===== src/rtl/cm_fifo.sv =====
// cm_fifo
// -------
// Single-clock elastic buffer with a valid/ready write end and a valid/ready
// show-ahead read end. Storage is a circular buffer of DEPTH words; the read
// and write pointers wrap at DEPTH-1, so any depth (including 1 and
// non-power-of-two values) is supported. A separate level counter tells
// full and empty apart, so the pointers need no extra wrap bit.
//
// Parameters:
//   WIDTH  data word width in bits (>= 1)
//   DEPTH  number of storage entries (>= 1)
//   AFULL  almost-full threshold, o_afull = (level >= AFULL), 0..DEPTH
//
// Ports:
//   clk         clock, all state changes on the rising edge
//   rst_n       asynchronous active-low reset (clears pointers and level)
//   i_flush     synchronous clear of all contents
//   i_wr_valid  producer offers i_wr_data
//   o_wr_ready  FIFO can accept a word (not full)
//   i_wr_data   write data, sampled only on an accepted push
//   o_rd_valid  o_rd_data holds the oldest stored word (not empty)
//   i_rd_ready  consumer takes the word this cycle
//   o_rd_data   oldest stored word, combinational from the read pointer
//   o_level     number of stored words, 0..DEPTH
//   o_afull     level >= AFULL
module cm_fifo #(
  parameter int WIDTH = 8,
  parameter int DEPTH = 4,
  parameter int AFULL = DEPTH - 1,
  localparam int PW = (DEPTH > 1) ? $clog2(DEPTH) : 1,
  localparam int LW = $clog2(DEPTH + 1)
) (
  input  logic             clk,
  input  logic             rst_n,
  input  logic             i_flush,
  input  logic             i_wr_valid,
  output logic             o_wr_ready,
  input  logic [WIDTH-1:0] i_wr_data,
  output logic             o_rd_valid,
  input  logic             i_rd_ready,
  output logic [WIDTH-1:0] o_rd_data,
  output logic [LW-1:0]    o_level,
  output logic             o_afull
);

  localparam logic [PW-1:0] PTR_LAST  = PW'(DEPTH - 1);
  localparam logic [LW-1:0] LVL_FULL  = LW'(DEPTH);
  localparam logic [LW-1:0] LVL_AFULL = LW'(AFULL);

  logic [WIDTH-1:0] mem [DEPTH];
  logic [PW-1:0]    wp;
  logic [PW-1:0]    rp;
  logic [LW-1:0]    lvl;
  logic             push;
  logic             pop;

  // Pointer increment with wrap at the last entry rather than at a power of
  // two, so non-power-of-two depths never address a missing entry.
  function automatic logic [PW-1:0] next_ptr(input logic [PW-1:0] p);
    return (p == PTR_LAST) ? '0 : p + 1'b1;
  endfunction

  // Handshake flags come only from the registered level, so there is no
  // combinational path from i_wr_valid/i_rd_ready to the ready/valid outputs.
  // A full FIFO refuses writes even when a pop happens in the same cycle.
  always_comb begin
    o_wr_ready = (lvl != LVL_FULL);
    o_rd_valid = (lvl != '0);
    push       = i_wr_valid & o_wr_ready;
    pop        = o_rd_valid & i_rd_ready;
  end

  // A zero threshold is permanently reached; handled separately so the
  // comparison never degenerates into an always-true unsigned compare.
  generate
    if (AFULL == 0) begin : g_afull_const
      assign o_afull = 1'b1;
    end else begin : g_afull_cmp
      assign o_afull = (lvl >= LVL_AFULL);
    end
  endgenerate

  assign o_level   = lvl;
  assign o_rd_data = mem[rp];

  // Pointers and level. Flush wins over any push or pop in the same cycle;
  // a simultaneous push and pop leaves the level unchanged.
  always_ff @(posedge clk or negedge rst_n) begin
    if (!rst_n) begin
      wp  <= '0;
      rp  <= '0;
      lvl <= '0;
    end else if (i_flush) begin
      wp  <= '0;
      rp  <= '0;
      lvl <= '0;
    end else begin
      if (push) begin
        wp <= next_ptr(wp);
      end
      if (pop) begin
        rp <= next_ptr(rp);
      end
      case ({push, pop})
        2'b10:   lvl <= lvl + 1'b1;
        2'b01:   lvl <= lvl - 1'b1;
        default: lvl <= lvl;
      endcase
    end
  end

  // Storage is not reset; a word only becomes visible once the level says
  // it is there, so stale contents are never presented as valid.
  always_ff @(posedge clk) begin
    if (push && !i_flush) begin
      mem[wp] <= i_wr_data;
    end
  end

endmodule


===== config.mk =====
export PLATFORM = sky130hd
export DESIGN_NAME = cm_fifo
export DESIGN_NICKNAME = d
export VERILOG_FILES = /design/src/rtl/cm_fifo.sv
export SDC_FILE = /design/constraint.sdc
export NUM_CORES = 1
export LEC_CHECK = 0
export BUFFER_PORTS_ARGS = -buffer_cell sky130_fd_sc_hd__buf_4
export CAP_MARGIN = 10
export CORE_MARGIN = 5
export CORE_UTILIZATION = 30
export CTS_BUF_LIST = sky130_fd_sc_hd__clkbuf_4
export DETAILED_ROUTE_END_ITERATION = 8
export GPL_ROUTABILITY_DRIVEN = 0
export PLACE_DENSITY_LB_ADDON = 0.05
export SYNTH_ARGS = -nofsm -noshare
export SYNTH_HDL_FRONTEND = slang
export SYNTH_SLANG_ARGS = --single-unit

===== constraint.sdc =====
create_clock -name clk -period 2.4 [get_ports clk]
set_clock_uncertainty 0.2 [all_clocks]
set_input_delay 0.48 -clock clk [delete_from_list [all_inputs] [get_ports clk]]
set_output_delay 0.48 -clock clk [all_outputs]
set_load 0.005 [all_outputs]

==> flow_summary.yaml <==
timing:
  setup_viol: 0
  max_slew_margin: 0.692
  fin_crit_ps: 2270
  worst_slew_pin_slew_ps: 462
  final_hold_viol_count: 0
  tns_ps: 0
  max_freq_ghz: 0.440
  fin_crit_sh: 0.948
  rsz0062_at_grt: "false"
  fin_hold_ws_ps: 135
  drv_slew: 0
setup_path:
  cp-start-kind: "register"
  cp.required_ps: 1720
  reg2reg_from: "o_level[1]"
  crit_type: "reg -> out"
  crit_path_max_fanout: 11
  critPathCaptureType: "output port"
  crit_arrival_ps: 1590
  crit_path_start: "rp[0]"
route:
  drtPass1Iterations: 4
  wl_met1_mm: 1.46
  dr_wl_met2_mm: 1.68
  ant_nets: 0
  drt_iter0_markers: 26
  wl_per_cell_um: 15.0
  viasPerCell: 4.60
  vias: 1021
  wl_met3_um: 164
  drt_drc_violations_left: 0
  totalWireLength_mm: 3.32
  routed.top_layer: "met4"
layout:
  utilization: 0.375
  final_nets: 165
  multi_input_area_um2: 589
  finalNonFillerCells: 222
  final_common_cell: "buf_4"
  nFillCells: 571
  seq_area_um2: 1140
  syn_to_final_growth_pct: 22.9
  num_antenna_cells: 0
  drive_gt1_frac: 0.367
  layout_common_cells: "buf_4, edfxtp_1, mux4_2"
synthesis:
  synth_edf_count: 32
  synthArstFlopShare: 0.179
  synthCells: 112
  syn_area_um2: 1790
  ys_ff_latch: 39
  seq_area_frac_synth: 0.636
  synth_cell_types: 38
  syn_area_per_cell_um2: 16.0
  synth_fp_nets: 131
  synth_flop_cell: "edfxtp_1"
  synth_warnings: 0
place:
  post-place-cells: 213
  portBuffers: 26
  dp_hpwl_mm: 2.38
power_and_ir_drop:
  p_switching_uw: 384
  p_clk_frac: 0.280
  pwr-share-seq: 0.523
  power_mw: 1.55
  p_per_area_nw_per_um2: 704
  p_int_mw: 1.16
  power_frac_comb: 0.197
  total_leakage_power_nw: 0.812
  p_sw_frac: 0.248
  vdd_drop_max_uv: 210
die:
  core_um2: 5850
  core.rowCount: 28
  die_area_um2: 7600
  start_util: 0.305
  die_w_um: 87.2
  die_h_um: 87.2
  pin_count: 27
grt:
  grt_pass1_vias: 1026
  antenna_found_initial: 0
  grt_max_degree: 14
  gr-total-overflow: 0
  grt_pass1_wl_mm: 5.13
  grt_usage: 0.0916
clock_network:
  clkLatencyLatePin_ps: 330
  cts_root_buf: "clkbuf_4"
  clock_path_buffers: 2
  cts_setup_buffers: 0
  cts_sinks: 39
  ctsHtreeMaxLevel: 2
  cts_tree: "yes"
  clkTransAtPathRegs_ps: 120
  cts_buffers: 5
flow_run:
  max_cap_viol_count: 0
min_path:
  hold_path.class: "in -> reg"
  hold_start: "i_wr_data[4]"
status:
  outcome: "finished, final reports clean"
-- Yosys cell counts (all sizes together) (2+ instances only) --
| master | count | share of area |
|---|---|---|
| buf | 6 | 0.023 |
| or3 | 3 | 0.011 |
| nand2b | 2 | 0.0070 |
| clkbuf | 2 | 0.0063 |
| a21oi | 6 | 0.017 |
| mux4 | 8 | 0.10 |
| o21ai | 2 | 0.0056 |
| inv | 4 | 0.0084 |
| nor3 | 2 | 0.0056 |
| and2 | 5 | 0.018 |
| edfxtp | 32 | 0.54 |
| nor2 | 3 | 0.0063 |
| xnor2 | 2 | 0.0098 |
| nand3 | 4 | 0.011 |
| dfrtp | 7 | 0.098 |
| nand3b | 2 | 0.0084 |
| ha | 5 | 0.035 |
-- flip-flops by register name, summed over array words and instances (netlist names) --
register	cells
mem	32
o_level	3
rp	2
wp	2
-- critical path, stage by stage, from the launching register on --
cell and delay [ps]:
dfrtp_4 570, mux4_2 540, buf_4 150
-- power by group through the flow --
stage / clock network [mW] / logic [mW] / registers, mW
finish: 0.433 / 0.304 / 0.809
global route: 0.480 / 0.338 / 0.817
CTS: 0.449 / 0.306 / 0.810
detailed placement: 0 / 0.302 / 0.825
global placement: 0 / 0.298 / 0.823
floorplan: 0 / 0.201 / 0.797
-- path summary, 6_finish.rpt --
path                                end  slack (ps)  cells past startpoint
max                        o_rd_data[2]         130                      2
min                           mem[1][4]         140                      1
max reg2reg                  o_level[2]         220                      6
min reg2reg                       wp[1]         410                      2
max in group asynchronous         rp[0]        1570                      2
min in group asynchronous    o_level[1]         280                      2
-- per-layer routing --
layer  vias to the layer above  GRT usage
li1                        496          -
met1                       506      0.117
met2                        17      0.141
met3                         2     0.0360
met4                         0     0.0335
met5                         -          0
-- layout make-up --
cell class / instances / area share
Tap cell: 75 / 0.0427
Inverter: 4 / 0.00684
Timing Repair Buffer: 35 / 0.126
Clock buffer: 5 / 0.0171
Multi-Input combinational cell: 61 / 0.268
Sequential cell: 39 / 0.519
Clock inverter: 3 / 0.0194
-- cells by family (layout without fill, tap and decap cells) --
logic type / after synthesis / count (layout) / share of synthesized area
AO/OA/AOI/OAI: 17 / 17 / 0.0721
XOR/XNOR: 2 / 2 / 0.00981
adder cells (fa/ha/maj): 6 / 6 / 0.0462
buffers and inverters: 12 / 47 / 0.0378
flip-flops: 39 / 39 / 0.636
multiplexers: 9 / 9 / 0.106
AND/OR/NAND/NOR: 27 / 27 / 0.0917
-- timing repair --
item,in CTS,in global routing
endpoints found under the hold margin,7,0
hold buffers,1,0
pin swaps,0,0
setup endpoints to repair,8,9
resized for setup,1,2
-- stage by stage --
stage	worst slack, ps	area, um^2
after global placement	234	2100
after CTS	27.9	2190
final	125	2200
after floorplan	324	1790
after global routing	46.5	2200
after detailed placement	215	2100
Note: power is estimated with default switching activity, not from simulation.
